==> src/rtl/spi_frame_master_if.sv <==
// Host and SPI pin bundle for spi_frame_master.
// The DUT uses the master modport; the driving host or bench side uses slave.
interface spi_frame_master_if;
  logic       start;
  logic [7:0] addr;
  logic [7:0] wdata;
  logic       busy;
  logic       done;
  logic [7:0] rdata;
  logic       sclk;
  logic       mosi;
  logic       miso;
  logic       cs_n;

  modport master (
    input  start, addr, wdata, miso,
    output busy, done, rdata, sclk, mosi, cs_n
  );

  modport slave (
    output start, addr, wdata, miso,
    input  busy, done, rdata, sclk, mosi, cs_n
  );
endinterface

==> src/rtl/spi_frame_master.sv <==
// SPI mode-0 master that writes one {addr,wdata} 16-bit frame per start request.
// Optional miso capture of the data byte is enabled by SPI_FRAME_MASTER_READBACK_EN.
module spi_frame_master #(
  parameter int CLK_DIV = 2
) (
  input logic                clk,
  input logic                rst_n,
  spi_frame_master_if.master bus
);

  localparam int               DIV_W    = $clog2(CLK_DIV + 1);
  localparam logic [DIV_W-1:0] DIV_LAST = DIV_W'(CLK_DIV - 1);
  localparam logic [DIV_W-1:0] DIV_ZERO = {DIV_W{1'b0}};
  localparam logic [DIV_W-1:0] DIV_ONE  = DIV_W'(1);

  typedef enum logic [2:0] {
    IDLE  = 3'd0,
    SETUP = 3'd1,
    SHIFT = 3'd2,
    HOLD  = 3'd3,
    DONE  = 3'd4
  } state_t;

  state_t           state_r, state_d;
  logic [DIV_W-1:0] div_r, div_d;
  logic [4:0]       bit_r, bit_d;
  logic [15:0]      shift_r, shift_d;
  logic             sclk_r, sclk_d;
  logic             cs_n_r, cs_n_d;
  logic             busy_r, busy_d;
  logic             done_r, done_d;
  logic             div_end_s;

`ifdef SPI_FRAME_MASTER_READBACK_EN
  logic             sample_s;
  logic             load_s;
  logic [7:0]       rx_r;
  logic [7:0]       rdata_r;
`endif

  assign div_end_s = (div_r == DIV_LAST);

  // State register
  always_ff @(posedge clk) begin
    if (!rst_n) begin
      state_r <= IDLE;
    end else begin
      state_r <= state_d;
    end
  end

  // Next-state, counter and next-output decode; outputs are registered below
  always_comb begin
    state_d = state_r;
    div_d   = div_r;
    bit_d   = bit_r;
    shift_d = shift_r;
    sclk_d  = sclk_r;
    cs_n_d  = cs_n_r;
    busy_d  = busy_r;
    done_d  = 1'b0;
`ifdef SPI_FRAME_MASTER_READBACK_EN
    sample_s = 1'b0;
    load_s   = 1'b0;
`endif
    case (state_r)
      IDLE: begin
        sclk_d = 1'b0;
        cs_n_d = 1'b1;
        busy_d = 1'b0;
        if (bus.start) begin
          state_d = SETUP;
          shift_d = {bus.addr, bus.wdata};
          div_d   = DIV_ZERO;
          bit_d   = 5'd0;
          cs_n_d  = 1'b0;
          busy_d  = 1'b1;
        end else begin
          state_d = IDLE;
        end
      end
      SETUP: begin
        if (div_end_s) begin
          state_d = SHIFT;
          div_d   = DIV_ZERO;
        end else begin
          div_d = div_r + DIV_ONE;
        end
      end
      SHIFT: begin
        if (div_end_s) begin
          div_d = DIV_ZERO;
          if (!sclk_r) begin
            sclk_d = 1'b1;
`ifdef SPI_FRAME_MASTER_READBACK_EN
            // bit_r[3] marks the data byte (bits 8..15)
            sample_s = bit_r[3];
`endif
          end else begin
            // mosi advances only here, on the falling sclk edge
            sclk_d  = 1'b0;
            shift_d = {shift_r[14:0], 1'b0};
            if (bit_r == 5'd15) begin
              state_d = HOLD;
            end else begin
              bit_d = bit_r + 5'd1;
            end
          end
        end else begin
          div_d = div_r + DIV_ONE;
        end
      end
      HOLD: begin
        if (div_end_s) begin
          state_d = DONE;
          div_d   = DIV_ZERO;
          bit_d   = 5'd0;
          cs_n_d  = 1'b1;
          done_d  = 1'b1;
`ifdef SPI_FRAME_MASTER_READBACK_EN
          load_s  = 1'b1;
`endif
        end else begin
          div_d = div_r + DIV_ONE;
        end
      end
      DONE: begin
        state_d = IDLE;
        busy_d  = 1'b0;
      end
      default: begin
        state_d = IDLE;
        sclk_d  = 1'b0;
        cs_n_d  = 1'b1;
        busy_d  = 1'b0;
      end
    endcase
  end

  // Datapath and registered SPI/handshake outputs
  always_ff @(posedge clk) begin
    if (!rst_n) begin
      div_r   <= DIV_ZERO;
      bit_r   <= 5'd0;
      shift_r <= 16'h0000;
      sclk_r  <= 1'b0;
      cs_n_r  <= 1'b1;
      busy_r  <= 1'b0;
      done_r  <= 1'b0;
    end else begin
      div_r   <= div_d;
      bit_r   <= bit_d;
      shift_r <= shift_d;
      sclk_r  <= sclk_d;
      cs_n_r  <= cs_n_d;
      busy_r  <= busy_d;
      done_r  <= done_d;
    end
  end

`ifdef SPI_FRAME_MASTER_READBACK_EN
  // Data-byte capture from miso, published on the DONE cycle
  always_ff @(posedge clk) begin
    if (!rst_n) begin
      rx_r    <= 8'h00;
      rdata_r <= 8'h00;
    end else begin
      if (sample_s) begin
        rx_r <= {rx_r[6:0], bus.miso};
      end
      if (load_s) begin
        rdata_r <= rx_r;
      end
    end
  end

  assign bus.rdata = rdata_r;
`else
  assign bus.rdata = 8'h00;
`endif

  assign bus.sclk = sclk_r;
  assign bus.mosi = shift_r[15];
  assign bus.cs_n = cs_n_r;
  assign bus.busy = busy_r;
  assign bus.done = done_r;

endmodule

==> src/flat_wrapper.sv <==
// flat-port wrapper written by rule: the top's interface ports become plain ports
module spi_frame_master_flat 
#(
  parameter int CLK_DIV = 2
)
  (clk, rst_n, bus_start, bus_addr, bus_wdata, bus_miso, bus_busy, bus_done, bus_rdata, bus_sclk, bus_mosi, bus_cs_n);
  spi_frame_master_if bus_i ();
  input logic clk;
  input logic rst_n;
  input wire logic [$bits(bus_i.start)-1:0] bus_start;
  input wire logic [$bits(bus_i.addr)-1:0] bus_addr;
  input wire logic [$bits(bus_i.wdata)-1:0] bus_wdata;
  input wire logic [$bits(bus_i.miso)-1:0] bus_miso;
  output wire logic [$bits(bus_i.busy)-1:0] bus_busy;
  output wire logic [$bits(bus_i.done)-1:0] bus_done;
  output wire logic [$bits(bus_i.rdata)-1:0] bus_rdata;
  output wire logic [$bits(bus_i.sclk)-1:0] bus_sclk;
  output wire logic [$bits(bus_i.mosi)-1:0] bus_mosi;
  output wire logic [$bits(bus_i.cs_n)-1:0] bus_cs_n;
  assign bus_i.start = bus_start;
  assign bus_i.addr = bus_addr;
  assign bus_i.wdata = bus_wdata;
  assign bus_i.miso = bus_miso;
  assign bus_busy = bus_i.busy;
  assign bus_done = bus_i.done;
  assign bus_rdata = bus_i.rdata;
  assign bus_sclk = bus_i.sclk;
  assign bus_mosi = bus_i.mosi;
  assign bus_cs_n = bus_i.cs_n;
  spi_frame_master #(.CLK_DIV(CLK_DIV)) u_core (.clk(clk), .rst_n(rst_n), .bus(bus_i));
endmodule
==> config.mk <==
export PLATFORM = sky130hd
export DESIGN_NAME = spi_frame_master_flat
export DESIGN_NICKNAME = d
export VERILOG_FILES = /design/src/rtl/spi_frame_master_if.sv /design/src/rtl/spi_frame_master.sv /design/src/flat_wrapper.sv
export SDC_FILE = /design/constraint.sdc
export NUM_CORES = 1
export LEC_CHECK = 0
export ABC_CLOCK_PERIOD_IN_PS = 2100
export BUFFER_PORTS_ARGS = -buffer_cell sky130_fd_sc_hd__clkbuf_2
export CELL_PAD_IN_SITES_DETAIL_PLACEMENT = 0
export CELL_PAD_IN_SITES_GLOBAL_PLACEMENT = 1
export CORE_MARGIN = 2
export CORE_UTILIZATION = 39
export DETAILED_ROUTE_END_ITERATION = 7
export GPL_TIMING_DRIVEN = 0
export PLACE_DENSITY_LB_ADDON = 0.1
export SYNTH_ARGS = -nofsm -noshare
export SYNTH_HDL_FRONTEND = slang
export SYNTH_SLANG_ARGS = --single-unit
==> constraint.sdc <==
create_clock -name clk -period 2.1 [get_ports clk]
set_input_delay 0.42 -clock clk [delete_from_list [all_inputs] [get_ports clk]]
set_output_delay 0.42 -clock clk [all_outputs]
set_load 0.03 [all_outputs]
==> summary.txt, run 1 <==
Clock network
  • Post-CTS Resized: 0
  • Clock sink total: 30
  • CTS tree: built
  • Clock tree root buffer cell: clkbuf_8
  • Cts bufs inserted: 5
  • Setup Buffers After CTS: 0
  • Hold Buf Count CTS: 0
  • Clock Latency Late Sink: 270 ps
  • # H-tree levels: 2
  • Clock transition at path regs: 60 ps
  • Clock buffer depth: 2

Synth
  • Distinct cells, synth: 37
  • Register area share after synthesis: 41.24%
  • Mapped Area: 1456 um^2
  • Async S/R FF share, synth: 0%
  • Ys Warns: 0
  • Cell count after synthesis: 164
  • Post-synth EDFFs: 0
  • Ys flop type: dfxtp_1
  • Syn_area_per_cell: 8.880 um^2
  • Synth Register Bits: 30

Cells and area
  • Nets: 223
  • Proportion of layout cells with a drive suffix above 1: 21.89%
  • Diode count: 0
  • Syn-to-layout area delta: 19.07%
  • Layout Cells excl Fill: 249
  • Final core utilization: 47.73%
  • Most common cell after layout, fill and taps aside: dfxtp_1
  • Number of fill cells: 380
  • Most frequent cells in the layout: dfxtp_1 (30), o21ai_0 (23), clkbuf_2 (23)

Timing
  • Final Hold Fails: 0
  • Setup_tns: 0 ps
  • Setup violators final: 0
  • Unrepaired setup endpoints after global routing: no
  • Max Clock Skew: 3.201 ps
  • Final setup margin: 109.3 ps
  • Slew Viols, Final: 0
  • Min Tclk post-route: 1991 ps
  • FMAX: 502.3 MHz
  • Post-route clock period utilization: 94.79%

Power and ir drop
  • Power density cells: 720.7 nW/um^2
  • Static Leak: 0.7070 nW
  • Peak VDD IR: 0.4579 mV

Flow run
  • Number of maximum-capacitance violations: 0

Die
  • DIE AREA: 4239 um^2
  • Chip height: 65.11 um
  • Initial core utilization: 40.08%
  • Die X: 65.11 um
  • # IOs: 33
  • Area of the core: 3633 um^2
  • Site Rows: 22

Placed design
  • Cell total after placement: 242
  • Placed wire-length estimate: 2236 um
  • Global placement routability congestion: 0.7902
  • Pre-CTS setup slack: 114.1 ps
  • # port buffers: 23

Global route
  • Largest net degree at the start of global routing: 11
  • Antenna violations before repair: 0
  • Vias in the first global route: 1200
  • All-Layer GR Usage: 16.91%
  • First-pass GRT wire length: 5444 um
  • Total gr overflow: 0

Routing
  • Wl on met1: 1461 um
  • DR pass1 iterations: 4
  • Met3 wire len: 172 um
  • DR WL met2: 1425 um
  • Drt first-iter violations: 40
  • Routed WL: 3094 um
  • Post-DRT Antenna Nets: 0
  • Via density: 5.020
  • # DRC: 0
  • Via Count: 1250
  • Wirelength per Cell: 12.43 um
  • Top Metal Used: met4

Worst setup path
  • Worst r2r dst: u_core.bit_r[3]
  • Critical Path End: u_core.bit_r[3]
  • Critical-path maximum fanout: 4
  • Worst path arrival time: 2190 ps
  • R2R Path Start: u_core.bit_r[0]
  • Crit Path Class: register to register
  • R2R Setup Slk: 110 ps
  • Worst r2r path cells: 6
  • Setup crit end kind: register
  • Crit path from: u_core.bit_r[0]
  • Req. time, crit path: 2300 ps
  • Critical Path Source Type: register

Worst hold path
  • Worst Hold Class: input port to register

Outcome
  • Status: finished, final reports clean
-- state kept, by name (all words and copies together) (netlist names) --
name / flops
u_core.shift_r: 16
u_core.bit_r: 5
u_core.state_r: 3
u_core.div_r: 2
u_core.bus.busy: 1
u_core.bus.cs_n: 1
u_core.bus.done: 1
u_core.bus.sclk: 1
-- worst min path at each step --
stage | startpoint | end | slack, ps | cells after the start
floorplan | u_core.div_r[1] | u_core.div_r[1] | 420 | 2
global placement | u_core.div_r[1] | u_core.div_r[1] | 440 | 2
detailed placement | u_core.div_r[1] | u_core.div_r[1] | 450 | 2
CTS | bus_wdata[0] | u_core.shift_r[0] | 390 | 3
global route | bus_wdata[0] | u_core.shift_r[0] | 400 | 3
finish | bus_wdata[0] | u_core.shift_r[0] | 400 | 3
-- routing by layer --
layer / up-vias / global-route usage [%]
met2: 31 / 26.93
met4: 0 / 6.250
met5: - / 0
met3: 4 / 6.336
met1: 571 / 20.91
li1: 644 / -
-- final cells by class --
class	count	area (um^2)	area share, %
clock buffer	7	76.32	4.401
buffer	19	116.4	6.710
timing repair buffer	23	115.1	6.638
sequential	30	600.6	34.63
inverter	5	18.77	1.082
tap	48	60.06	3.463
multi-input combinational	117	747.0	43.07
-- logic make-up after synthesis --
kind of cell               count (synthesis)  share of synthesized area, %
AOI/OAI and AO/OA                         52                         20.45
xor gates and xnor gates                   1                        0.6015
adders and majority gates                  2                         1.718
buffers and inverters                     24                         9.278
DFF                                       30                         41.24
muxes                                     17                         11.68
other                                      1                        0.2575
and+or+nand+nor                           37                         14.78
-- critical path, cell delays in order, from the launching register on --
cell and delay, ps:
dfxtp_1 330, ha_1 210, and3_1 190, ha_1 210, or4_4 530, or3_1 360
o21ai_0 80
-- cells in the mapped netlist (2+ instances only) --
master / count / area share (%)
nor2b_1: 3 / 1.3
nand2_1: 10 / 2.6
mux2i_1: 17 / 12
o21ai_0: 23 / 7.9
o22ai_1: 2 / 0.86
o211ai_1: 2 / 1.0
dfxtp_1: 30 / 41
and3_1: 2 / 0.86
a221oi_1: 2 / 1.2
nand2b_1: 2 / 0.86
and3b_1: 2 / 1.2
ha_1: 2 / 1.7
nand3_1: 2 / 0.69
clkbuf_1: 7 / 1.8
a21oi_1: 18 / 6.2
nor2_1: 3 / 0.77
inv_1: 5 / 1.3
nor3_1: 4 / 1.4
buf_4: 10 / 5.2
-- per-stage QoR --
step / cell area [um^2] / hold WS (ps) / power (W)
2_1_floorplan: 1483 / 419.4 / 0.0007863
3_3_place_gp: 1658 / 441.4 / 0.0008358
3_5_place_dp: 1658 / 448.6 / 0.0008403
4_1_cts: 1734 / 389.2 / 0.001264
5_1_grt: 1734 / 399.1 / 0.001321
6_report: 1734 / 397.2 / 0.001250
-- where the power goes --
part           internal, W  switching [W]  leakage, nW
clock             0.000227       0.000194       0.0383
combinational    0.0000796       0.000121        0.422
sequential        0.000608      0.0000196        0.246
total             0.000915       0.000335        0.707
No activity file was read; power rests on OpenSTA's default activity.
==> run 2, diff against run 1 <==
--- a/config.mk
+++ b/config.mk
@@ -12,8 +12,8 @@
 export CORE_MARGIN = 2
 export CORE_UTILIZATION = 39
 export DETAILED_ROUTE_END_ITERATION = 7
-export GPL_TIMING_DRIVEN = 0
 export PLACE_DENSITY_LB_ADDON = 0.1
+export REMOVE_ABC_BUFFERS = 1
 export SYNTH_ARGS = -nofsm -noshare
 export SYNTH_HDL_FRONTEND = slang
 export SYNTH_SLANG_ARGS = --single-unit
==> run 2 against run 1 <==
Net effect: hold slack better by 2.0 ps; first-iteration DRC count increased by 140%; highest routed layer unchanged; via count shrank 4.0%; largest cell class unchanged.
==> summary.txt, run 2 (same netlist as run 1, synthesis figures left out) <==
Cells and area
  • Most frequent cells in the layout: dfxtp_1 (30), o21ai_0 (23), clkbuf_2 (23)
  • Nets: 209
  • Final core utilization: 46.59%
  • Most common cell after layout, fill and taps aside: dfxtp_1
  • Largest register FFs: 16
  • Diode count: 0
  • Syn-to-layout area delta: 16.24%
  • Largest regs: u_core.shift_r: 16 flops, u_core.bit_r: 5 flops, u_core.state_r: 3 flops
  • Proportion of layout cells with a drive suffix above 1: 22.34%
  • Top reg by flops: u_core.shift_r

Worst setup path
  • Critical-path top delay cell: or4_4
  • Setup crit end kind: register
  • Worst path bufs/invs: 0
  • Critical-path maximum fanout: 4
  • Most used cell, CP: ha_1
  • Slowest Stage Delay on Critical Path: 530 ps
  • Worst path arrival time: 2170 ps
  • Crit Path Class: register to register
  • Crit-path leading delay family: simple AND/OR/NAND/NOR gates
  • Cell Chain, Critical Path: ha_1 > and3_1 > ha_1 > or4_4 > or3_1 > o21ai_0
  • Critical Path Source Type: register
  • Req. time, crit path: 2310 ps

Die
  • DIE AREA: 4239 um^2
  • Site Rows: 22
  • # IOs: 33
  • Die X: 65.11 um
  • Area of the core: 3633 um^2
  • Chip height: 65.11 um
  • Initial core utilization: 40.08%

Routing
  • Wirelength per Cell: 11.87 um
  • Via Count: 1200
  • Post-DRT Antenna Nets: 0
  • Via density: 5.085
  • DR pass1 iterations: 4
  • Drt first-iter violations: 95
  • # DRC: 0
  • Routed WL: 2801 um

Global route
  • Vias in the first global route: 1143
  • Largest net degree at the start of global routing: 33
  • Antenna violations before repair: 0
  • Total gr overflow: 0
  • First-pass GRT wire length: 4899 um
  • All-Layer GR Usage: 15.13%

Clock network
  • Hold Buf Count CTS: 0
  • Clock transition at path regs: 60 ps
  • Post-CTS Resized: 0
  • Cts bufs inserted: 5
  • Setup Buffers After CTS: 0
  • Clock Latency Late Sink: 280 ps
  • Clock buffer depth: 2
  • Clock tree root buffer cell: clkbuf_8
  • CTS tree: built
  • # H-tree levels: 2
  • Clock sink total: 30

Power and ir drop
  • Peak VDD IR: 0.5075 mV
  • Static Leak: 0.6836 nW
  • Power density cells: 811.7 nW/um^2

Timing
  • Hold slack: 399.3 ps
  • Setup violators final: 0
  • Min Tclk post-route: 1959 ps
  • Post-route clock period utilization: 93.27%
  • Final setup margin: 141.4 ps
  • Unrepaired setup endpoints after global routing: no
  • Max Clock Skew: 3.908 ps
  • Final Hold Fails: 0
  • FMAX: 510.6 MHz
  • Slew Viols, Final: 0

Outcome
  • Status: finished, final reports clean

Placed design
  • # port buffers: 23
  • Pre-CTS setup slack: 145.3 ps
  • Global placement routability congestion: 0.6968
  • Placed wire-length estimate: 1966 um

Worst hold path
  • Worst Hold Class: input port to register

Flow run
  • Number of maximum-capacitance violations: 0
[run 2: cell count changes in the layout (fill, tap and decap cells not counted), sizes merged]
cell / delta
clkbuf: -9
clkinv: +2
bufinv: +1
buf: -7
[run 2: area by class of cell]
type / instances / area [um^2]
clock buffer: 5 / 68.82
clock inverter: 3 / 40.04
fill: 371 / 1941
inverter: 5 / 18.77
multi-input combinational: 117 / 752.0
sequential: 30 / 600.6
tap: 48 / 60.06
timing repair buffer: 28 / 152.6
[run 2: tightest hold or removal path: stages]
cell and delay [ps]:
clkbuf_2 80, nand4_1 70, o21ai_0 70
[run 2: through the flow]
stage | power, W | cell area (um^2) | setup TNS, ps | instances
6_report | 0.001374 | 1693 | 0 | 236
5_1_grt | 0.001449 | 1693 | 0 | 236
4_1_cts | 0.001402 | 1693 | 0 | 236
3_5_place_dp | 0.0008225 | 1584 | 0 | 228
3_3_place_gp | 0.0008168 | 1584 | 0 | 228
2_1_floorplan | 0.0007623 | 1366 | -14500 | 152
[run 2: where the power goes]
| part | internal [W] | switching (W) |
|---|---|---|
| Sequential | 0.000608 | 0.0000270 |
| Clock | 0.000349 | 0.000217 |
| Combinational | 0.0000676 | 0.000107 |
[run 2: layer usage]
layer / global-route usage [%] / vias up / wire length, um
met4: 7.031 / 0 / 58
li1: - / 617 / -
met3: 5.137 / 7 / 169
met2: 24.10 / 33 / 1249
met1: 18.47 / 543 / 1323
met5: 0 / - / 0
[run 2: path summary, 6_finish.rpt]
check / from / end / slack, ps / cells past startpoint
setup / recovery: u_core.bit_r[0] / u_core.bit_r[3] / 140 / 6
hold / removal: bus_wdata[0] / u_core.shift_r[0] / 400 / 3
setup reg to reg: u_core.bit_r[0] / u_core.bit_r[3] / 140 / 6
hold reg to reg: u_core.div_r[1] / u_core.div_r[1] / 450 / 2
